==> src/rtl/imem_loader_pkg.sv <==
// Shared definitions for the instruction-memory loader.
//   DATA_WIDTH     : instruction word width
//   IMEM_DEPTH     : number of instruction words in instruction memory
//   LEN_WIDTH      : width of the word-count header carried in the byte stream
//   loader_state_e : loader session states
package imem_loader_pkg;

   localparam int DATA_WIDTH = 32;
   localparam int IMEM_DEPTH = 256;
   localparam int LEN_WIDTH  = 16;

   typedef enum logic [2:0] {
      IDLE,
      LEN_LO,
      LEN_HI,
      DATA,
      DONE,
      ERR
   } loader_state_e;

endpackage

==> src/rtl/imem_loader_packer.sv <==
// byte_packer: assembles a stream of accepted bytes into little-endian words.
//   clk, rst_n    : clock, asynchronous active-low reset
//   clear_i       : restart assembly at byte lane 0
//   accept_i      : byte_i is taken this cycle
//   byte_i        : incoming byte
//   word_o        : assembled word, complete when word_valid_o is high
//   word_valid_o  : same-cycle pulse on the accept that completes a word
module byte_packer #(
   parameter int DATA_WIDTH = 32
) (
   input  logic                  clk,
   input  logic                  rst_n,
   input  logic                  clear_i,
   input  logic                  accept_i,
   input  logic [7:0]            byte_i,
   output logic [DATA_WIDTH-1:0] word_o,
   output logic                  word_valid_o
);

   localparam int BYTES = DATA_WIDTH / 8;
   localparam int IDX_W = (BYTES > 1) ? $clog2(BYTES) : 1;
   localparam logic [IDX_W-1:0] LAST_IDX = IDX_W'(BYTES - 1);

   logic [IDX_W-1:0]      idx_q, idx_d;
   logic [DATA_WIDTH-1:0] asm_q, asm_d;

   // The completed word is presented combinationally (stored lanes plus the
   // byte arriving now) so the parent can register the memory write on the
   // same edge that accepts the final byte.
   always_comb begin
      word_o                      = asm_q;
      word_o[int'(idx_q)*8 +: 8]  = byte_i;
      word_valid_o                = accept_i && (idx_q == LAST_IDX);
      asm_d                       = asm_q;
      idx_d                       = idx_q;
      if (clear_i) begin
         idx_d = '0;
      end else if (accept_i) begin
         asm_d = word_o;
         idx_d = (idx_q == LAST_IDX) ? '0 : idx_q + IDX_W'(1);
      end
   end

   always_ff @(posedge clk or negedge rst_n) begin
      if (!rst_n) begin
         idx_q <= '0;
         asm_q <= '0;
      end else begin
         idx_q <= idx_d;
         asm_q <= asm_d;
      end
   end

endmodule

==> src/rtl/imem_loader.sv <==
// imem_loader: writer side of the instruction memory read by the fetch stage.
// Receives a byte stream (16-bit word count, low byte first, followed by
// little-endian instruction words), writes the words to consecutive word
// addresses from 0, and holds the core PC until the image is fully loaded.
//   clk, rst_n     : clock, asynchronous active-low reset
//   start_i        : one-cycle pulse, begins (or restarts) a load session
//   rx_valid_i     : byte-stream valid
//   rx_data_i      : byte-stream data
//   rx_ready_o     : byte accepted when rx_valid_i && rx_ready_o at posedge
//   imem_we_o      : one-cycle write pulse per word
//   imem_addr_o    : word address of the write (holds when idle)
//   imem_wdata_o   : word to write
//   core_hold_o    : 1 = core PC write disabled
//   load_done_o    : image loaded successfully
//   load_err_o     : header word count exceeded IMEM_DEPTH
module imem_loader #(
   parameter int DATA_WIDTH = imem_loader_pkg::DATA_WIDTH,
   parameter int IMEM_DEPTH = imem_loader_pkg::IMEM_DEPTH,
   parameter int ADDR_WIDTH = $clog2(IMEM_DEPTH)
) (
   input  logic                  clk,
   input  logic                  rst_n,
   input  logic                  start_i,
   input  logic                  rx_valid_i,
   input  logic [7:0]            rx_data_i,
   output logic                  rx_ready_o,
   output logic                  imem_we_o,
   output logic [ADDR_WIDTH-1:0] imem_addr_o,
   output logic [DATA_WIDTH-1:0] imem_wdata_o,
   output logic                  core_hold_o,
   output logic                  load_done_o,
   output logic                  load_err_o
);

   import imem_loader_pkg::*;

   localparam logic [LEN_WIDTH-1:0] LEN_MAX = LEN_WIDTH'(IMEM_DEPTH);

   loader_state_e         state_q, state_d;
   logic [LEN_WIDTH-1:0]  len_q, len_d;
   logic [LEN_WIDTH-1:0]  word_cnt_q, word_cnt_d;
   logic                  imem_we_q, imem_we_d;
   logic [ADDR_WIDTH-1:0] imem_addr_q, imem_addr_d;
   logic [DATA_WIDTH-1:0] imem_wdata_q, imem_wdata_d;

   logic                  pack_clear;
   logic                  pack_accept;
   logic                  pack_valid;
   logic [DATA_WIDTH-1:0] pack_word;
   logic                  last_write;
   logic [LEN_WIDTH-1:0]  len_hdr;

   // Write cycle of the final word: the stream is closed during it so no
   // byte of a following transfer is swallowed before DONE.
   assign last_write  = imem_we_q && (word_cnt_q == len_q - LEN_WIDTH'(1));
   assign len_hdr     = {rx_data_i, len_q[7:0]};
   assign pack_accept = rx_valid_i && rx_ready_o && (state_q == DATA);

   byte_packer #(
      .DATA_WIDTH (DATA_WIDTH)
   ) u_packer (
      .clk          (clk),
      .rst_n        (rst_n),
      .clear_i      (pack_clear),
      .accept_i     (pack_accept),
      .byte_i       (rx_data_i),
      .word_o       (pack_word),
      .word_valid_o (pack_valid)
   );

   // Handshake and status outputs depend only on registered state.
   always_comb begin
      rx_ready_o  = 1'b0;
      core_hold_o = 1'b1;
      load_done_o = 1'b0;
      load_err_o  = 1'b0;
      case (state_q)
         LEN_LO, LEN_HI: rx_ready_o = 1'b1;
         DATA:           rx_ready_o = !last_write;
         DONE: begin
            core_hold_o = 1'b0;
            load_done_o = 1'b1;
         end
         ERR:            load_err_o = 1'b1;
         default:        ;
      endcase
   end

   always_comb begin
      state_d      = state_q;
      len_d        = len_q;
      word_cnt_d   = word_cnt_q;
      imem_we_d    = 1'b0;
      imem_addr_d  = imem_addr_q;
      imem_wdata_d = imem_wdata_q;
      pack_clear   = 1'b0;

      case (state_q)
         IDLE, DONE, ERR: begin
            if (start_i) begin
               state_d    = LEN_LO;
               pack_clear = 1'b1;
            end
         end

         LEN_LO: begin
            if (rx_valid_i) begin
               len_d   = {8'h00, rx_data_i};
               state_d = LEN_HI;
            end
         end

         LEN_HI: begin
            if (rx_valid_i) begin
               len_d      = len_hdr;
               word_cnt_d = '0;
               if (len_hdr == '0) begin
                  state_d = DONE;
               end else if (len_hdr > LEN_MAX) begin
                  state_d = ERR;
               end else begin
                  state_d = DATA;
               end
            end
         end

         DATA: begin
            if (pack_valid) begin
               imem_we_d    = 1'b1;
               imem_addr_d  = word_cnt_q[ADDR_WIDTH-1:0];
               imem_wdata_d = pack_word;
            end
            // Counter advances in the write cycle; the next word's final
            // byte is at least three cycles away, so the address is fresh.
            if (imem_we_q) begin
               word_cnt_d = word_cnt_q + LEN_WIDTH'(1);
            end
            if (last_write) begin
               state_d = DONE;
            end
         end

         default: state_d = IDLE;
      endcase
   end

   always_ff @(posedge clk or negedge rst_n) begin
      if (!rst_n) begin
         state_q      <= IDLE;
         len_q        <= '0;
         word_cnt_q   <= '0;
         imem_we_q    <= 1'b0;
         imem_addr_q  <= '0;
         imem_wdata_q <= '0;
      end else begin
         state_q      <= state_d;
         len_q        <= len_d;
         word_cnt_q   <= word_cnt_d;
         imem_we_q    <= imem_we_d;
         imem_addr_q  <= imem_addr_d;
         imem_wdata_q <= imem_wdata_d;
      end
   end

   assign imem_we_o    = imem_we_q;
   assign imem_addr_o  = imem_addr_q;
   assign imem_wdata_o = imem_wdata_q;

endmodule

==> config.mk <==
export PLATFORM = sky130hd
export DESIGN_NAME = imem_loader
export DESIGN_NICKNAME = d
export VERILOG_FILES = /design/src/rtl/imem_loader_pkg.sv /design/src/rtl/imem_loader_packer.sv /design/src/rtl/imem_loader.sv
export SDC_FILE = /design/constraint.sdc
export NUM_CORES = 1
export LEC_CHECK = 0
export CORE_AREA = 2 2 112 114
export CTS_CLUSTER_SIZE = 10
export DETAILED_ROUTE_END_ITERATION = 8
export DIE_AREA = 0 0 114 116
export GPL_TIMING_DRIVEN = 0
export PLACE_DENSITY_LB_ADDON = 0.05
export SYNTH_ARGS = -nofsm -noshare
export SYNTH_HDL_FRONTEND = slang
export SYNTH_SLANG_ARGS = --single-unit
==> constraint.sdc <==
create_clock -name clk -period 3.2 [get_ports clk]
set_clock_uncertainty 0.2 [all_clocks]
set_input_delay 0.32 -clock clk [delete_from_list [all_inputs] [get_ports clk]]
set_output_delay 0.32 -clock clk [all_outputs]
set_load 0.01 [all_outputs]
==> reports/metrics.csv <==
metric,value,unit
status,"finished, final reports clean",
final_nets,667,
end_kind,primary output,
boundaryPins,57,
ys_seq_elements,110,
antenna_cells,0,
post_drt_via_cell_ratio,5.49,
syn_to_final_growth,22.4,%
cp_num_buf_inv,2,
hold_viol,0,
rows,40,
initial_utilization,48.1,%
grt_pass1_wl,22700,um
worst-path-max-fanout,8,
min_period,3.12,ns
final_core_util,58.8,%
clockRootBuffer,clkbuf_16,
fin_crit_sh,97.4,%
ant_nets,0,
drv_slew,0,
first_pass_iters,4,
cts_htree_levels,3,
hp-class,reg -> reg,
final_common_cell,dfrtp_1,
cpMaxStageDelayCell,dfrtp_2,
final_cell_mix,"dfrtp_1 (108), nand2_1 (85), clkdlybuf4s50_1 (54)",
whs,0.288,ns
startpoint_type,flip-flop,
vias,4389,
fp.dieArea,13200,um2
rsz0062_at_grt,true,
ys.flop_type,dfrtp_1,
cap_violations,0,
slew_headroom,36.4,%
crit_type,reg -> out,
drc,0,
yosysWarningCount,0,
finalSetupViolations,0,
yosys-top-cells-area,"dfrtp_1 (48%), mux2_1 (7.7%), nand2_1 (5.6%), o2bb2ai_1 (5.0%), o21ai_0 (3.6%)",
clk_path_buf_depth,2,
first_iter_violations,220,
synth_area,5730,um2
synth_cell_type_count,54,
power_leakage,2.95,nW
cp.required,2.68,ns
p_per_area,673,nW/um2
totalPowerFinal,4.71,mW
dp_slack,-0.671,ns
yosysTopAreaCell,dfrtp_1,
fp.coreArea,11900,um2
async_reset_ff_share,100,%
finalWeightedCongestion,0.924,
yosysSeqAreaShare,48.1,%
crit_family,simple AND/OR/NAND/NOR gates,
cts_sinks,110,
fp.dieW,114,um
synth_top_area_share,48.1,%
wirelength,13700,um
io_buffers,56,
insertion_delay,0.36,ns
wl_per_cell,17.1,um
max_freq,321,MHz
chipHeight,116,um
grt_max_degree,71,
critPathMaxStageDelay,0.49,ns
numCtsBuffers,9,
grt.total_usage,22.1,%
first_global_vias,4465,
synth-edff-count,0,
dp_hpwl,9500,um
worst_slack,0.0834,ns
grt-ovfl-total,0,
cts_tree,done,
clk_pin_slew,0.07,ns
crit_chain,nor4_4 -> buf_4 -> nand2_1 -> o32a_1 -> o21a_2 -> nor4_4 -> a31oi_1 -> buf_2,
antenna_found_initial,0,
worst_pin_slew,0.946,ns
synth_nets,594,
setup-tns-final,0,ns
drive_gt1_share,10.4,%
worstPathArrival,2.60,ns
postSynthAreaPerCell,9.97,um2
peakVddDrop,0.432,mV
cpMostUsedCell,nor4_4,
syn_inst,574,
worst paths after layout:
path | start | end | slack (ns) | depth (start not counted)
setup / recovery | len_q[2] | rx_ready_o | 0.08 | 8
hold / removal | imem_addr_o[3] | imem_addr_o[3] | 0.29 | 1
setup reg to reg | len_q[2] | imem_wdata_o[31] | 0.15 | 10
hold reg to reg | imem_addr_o[3] | imem_addr_o[3] | 0.29 | 1
max in group asynchronous | rst_n | len_q[2] | 1.64 | 3
min in group asynchronous | rst_n | imem_addr_o[4] | 0.44 | 2
what timing repair did:
item | in CTS | in global routing
buffers inserted | 4 | 2
gates resized for setup | 13 | 25
pin swaps | 2 | 7
hold buffers | 1 | 0
endpoints found under the hold margin | 69 | 0
setup endpoints to repair | 79 | 74
cells in the mapped netlist, drive strengths merged (2+ instances only):
| cell | count |
|---|---|
| and3 | 5 |
| nand2b | 3 |
| nand4 | 5 |
| nor4 | 6 |
| nand3 | 14 |
| o21ai | 41 |
| dfrtp | 110 |
| a31oi | 4 |
| nand3b | 6 |
| nor2b | 4 |
| xnor2 | 19 |
| mux2 | 47 |
| nor4b | 4 |
| xor2 | 13 |
| mux2i | 4 |
| nor3 | 12 |
| o2111ai | 2 |
| o2bb2ai | 33 |
| nor2 | 27 |
| a22o | 8 |
| o221ai | 2 |
| o21bai | 2 |
| or3 | 2 |
| inv | 43 |
| and2 | 6 |
| o31ai | 2 |
| nand2 | 85 |
| buf | 11 |
| clkbuf | 24 |
| o21a | 2 |
| ha | 8 |
| a21oi | 6 |
sequential cells by signal (all words and copies together), names as in the netlist:
signal	count
state_q	3
imem_we_o	1
imem_addr_o	8
word_cnt_q	16
u_packer.asm_q	32
len_q	16
u_packer.idx_q	2
imem_wdata_o	32
metrics by stage:
step | area, um2 | std cells
3_5_place_dp | 6490 | 778
6_report | 7010 | 799
4_1_cts | 6880 | 798
5_1_grt | 7010 | 799
3_3_place_gp | 6470 | 777
2_1_floorplan | 5730 | 574
per-layer routing:
layer	wire, um	GRT usage [%]
met1	6040	27.9
met2	6860	37.7
met3	428	4.86
met4	358	7.72
met5	0	0
layout make-up:
class / count / area (um2)
Multi-Input combinational cell: 386 / 2840
Clock inverter: 5 / 41.3
Timing Repair Buffer: 64 / 628
Buffer: 33 / 154
Tap cell: 147 / 184
Fill cell: 1020 / 4910
Inverter: 43 / 161
Clock buffer: 11 / 243
Sequential cell: 110 / 2760
logic make-up (layout without fill, tap and decap cells):
logic type               count (synthesis)  after routing  synth area share [%]
flip-flops                             110            110                  48.1
AND/OR/NAND/NOR                        184            184                  16.0
buffers and inverters                   78            156                  5.66
AO/OA/AOI/OAI                          111            111                  13.6
adder cells (fa/ha/maj)                  8              8                  1.75
XOR/XNOR                                32             32                  4.90
multiplexers                            51             51                  9.94
power breakdown:
| part | switching, mW | internal (mW) |
|---|---|---|
| Combinational | 0.966 | 0.755 |
| Sequential | 0.294 | 1.62 |
| Clock | 0.522 | 0.557 |
| Total | 1.78 | 2.93 |
Note: power is estimated with default switching activity, not from simulation.
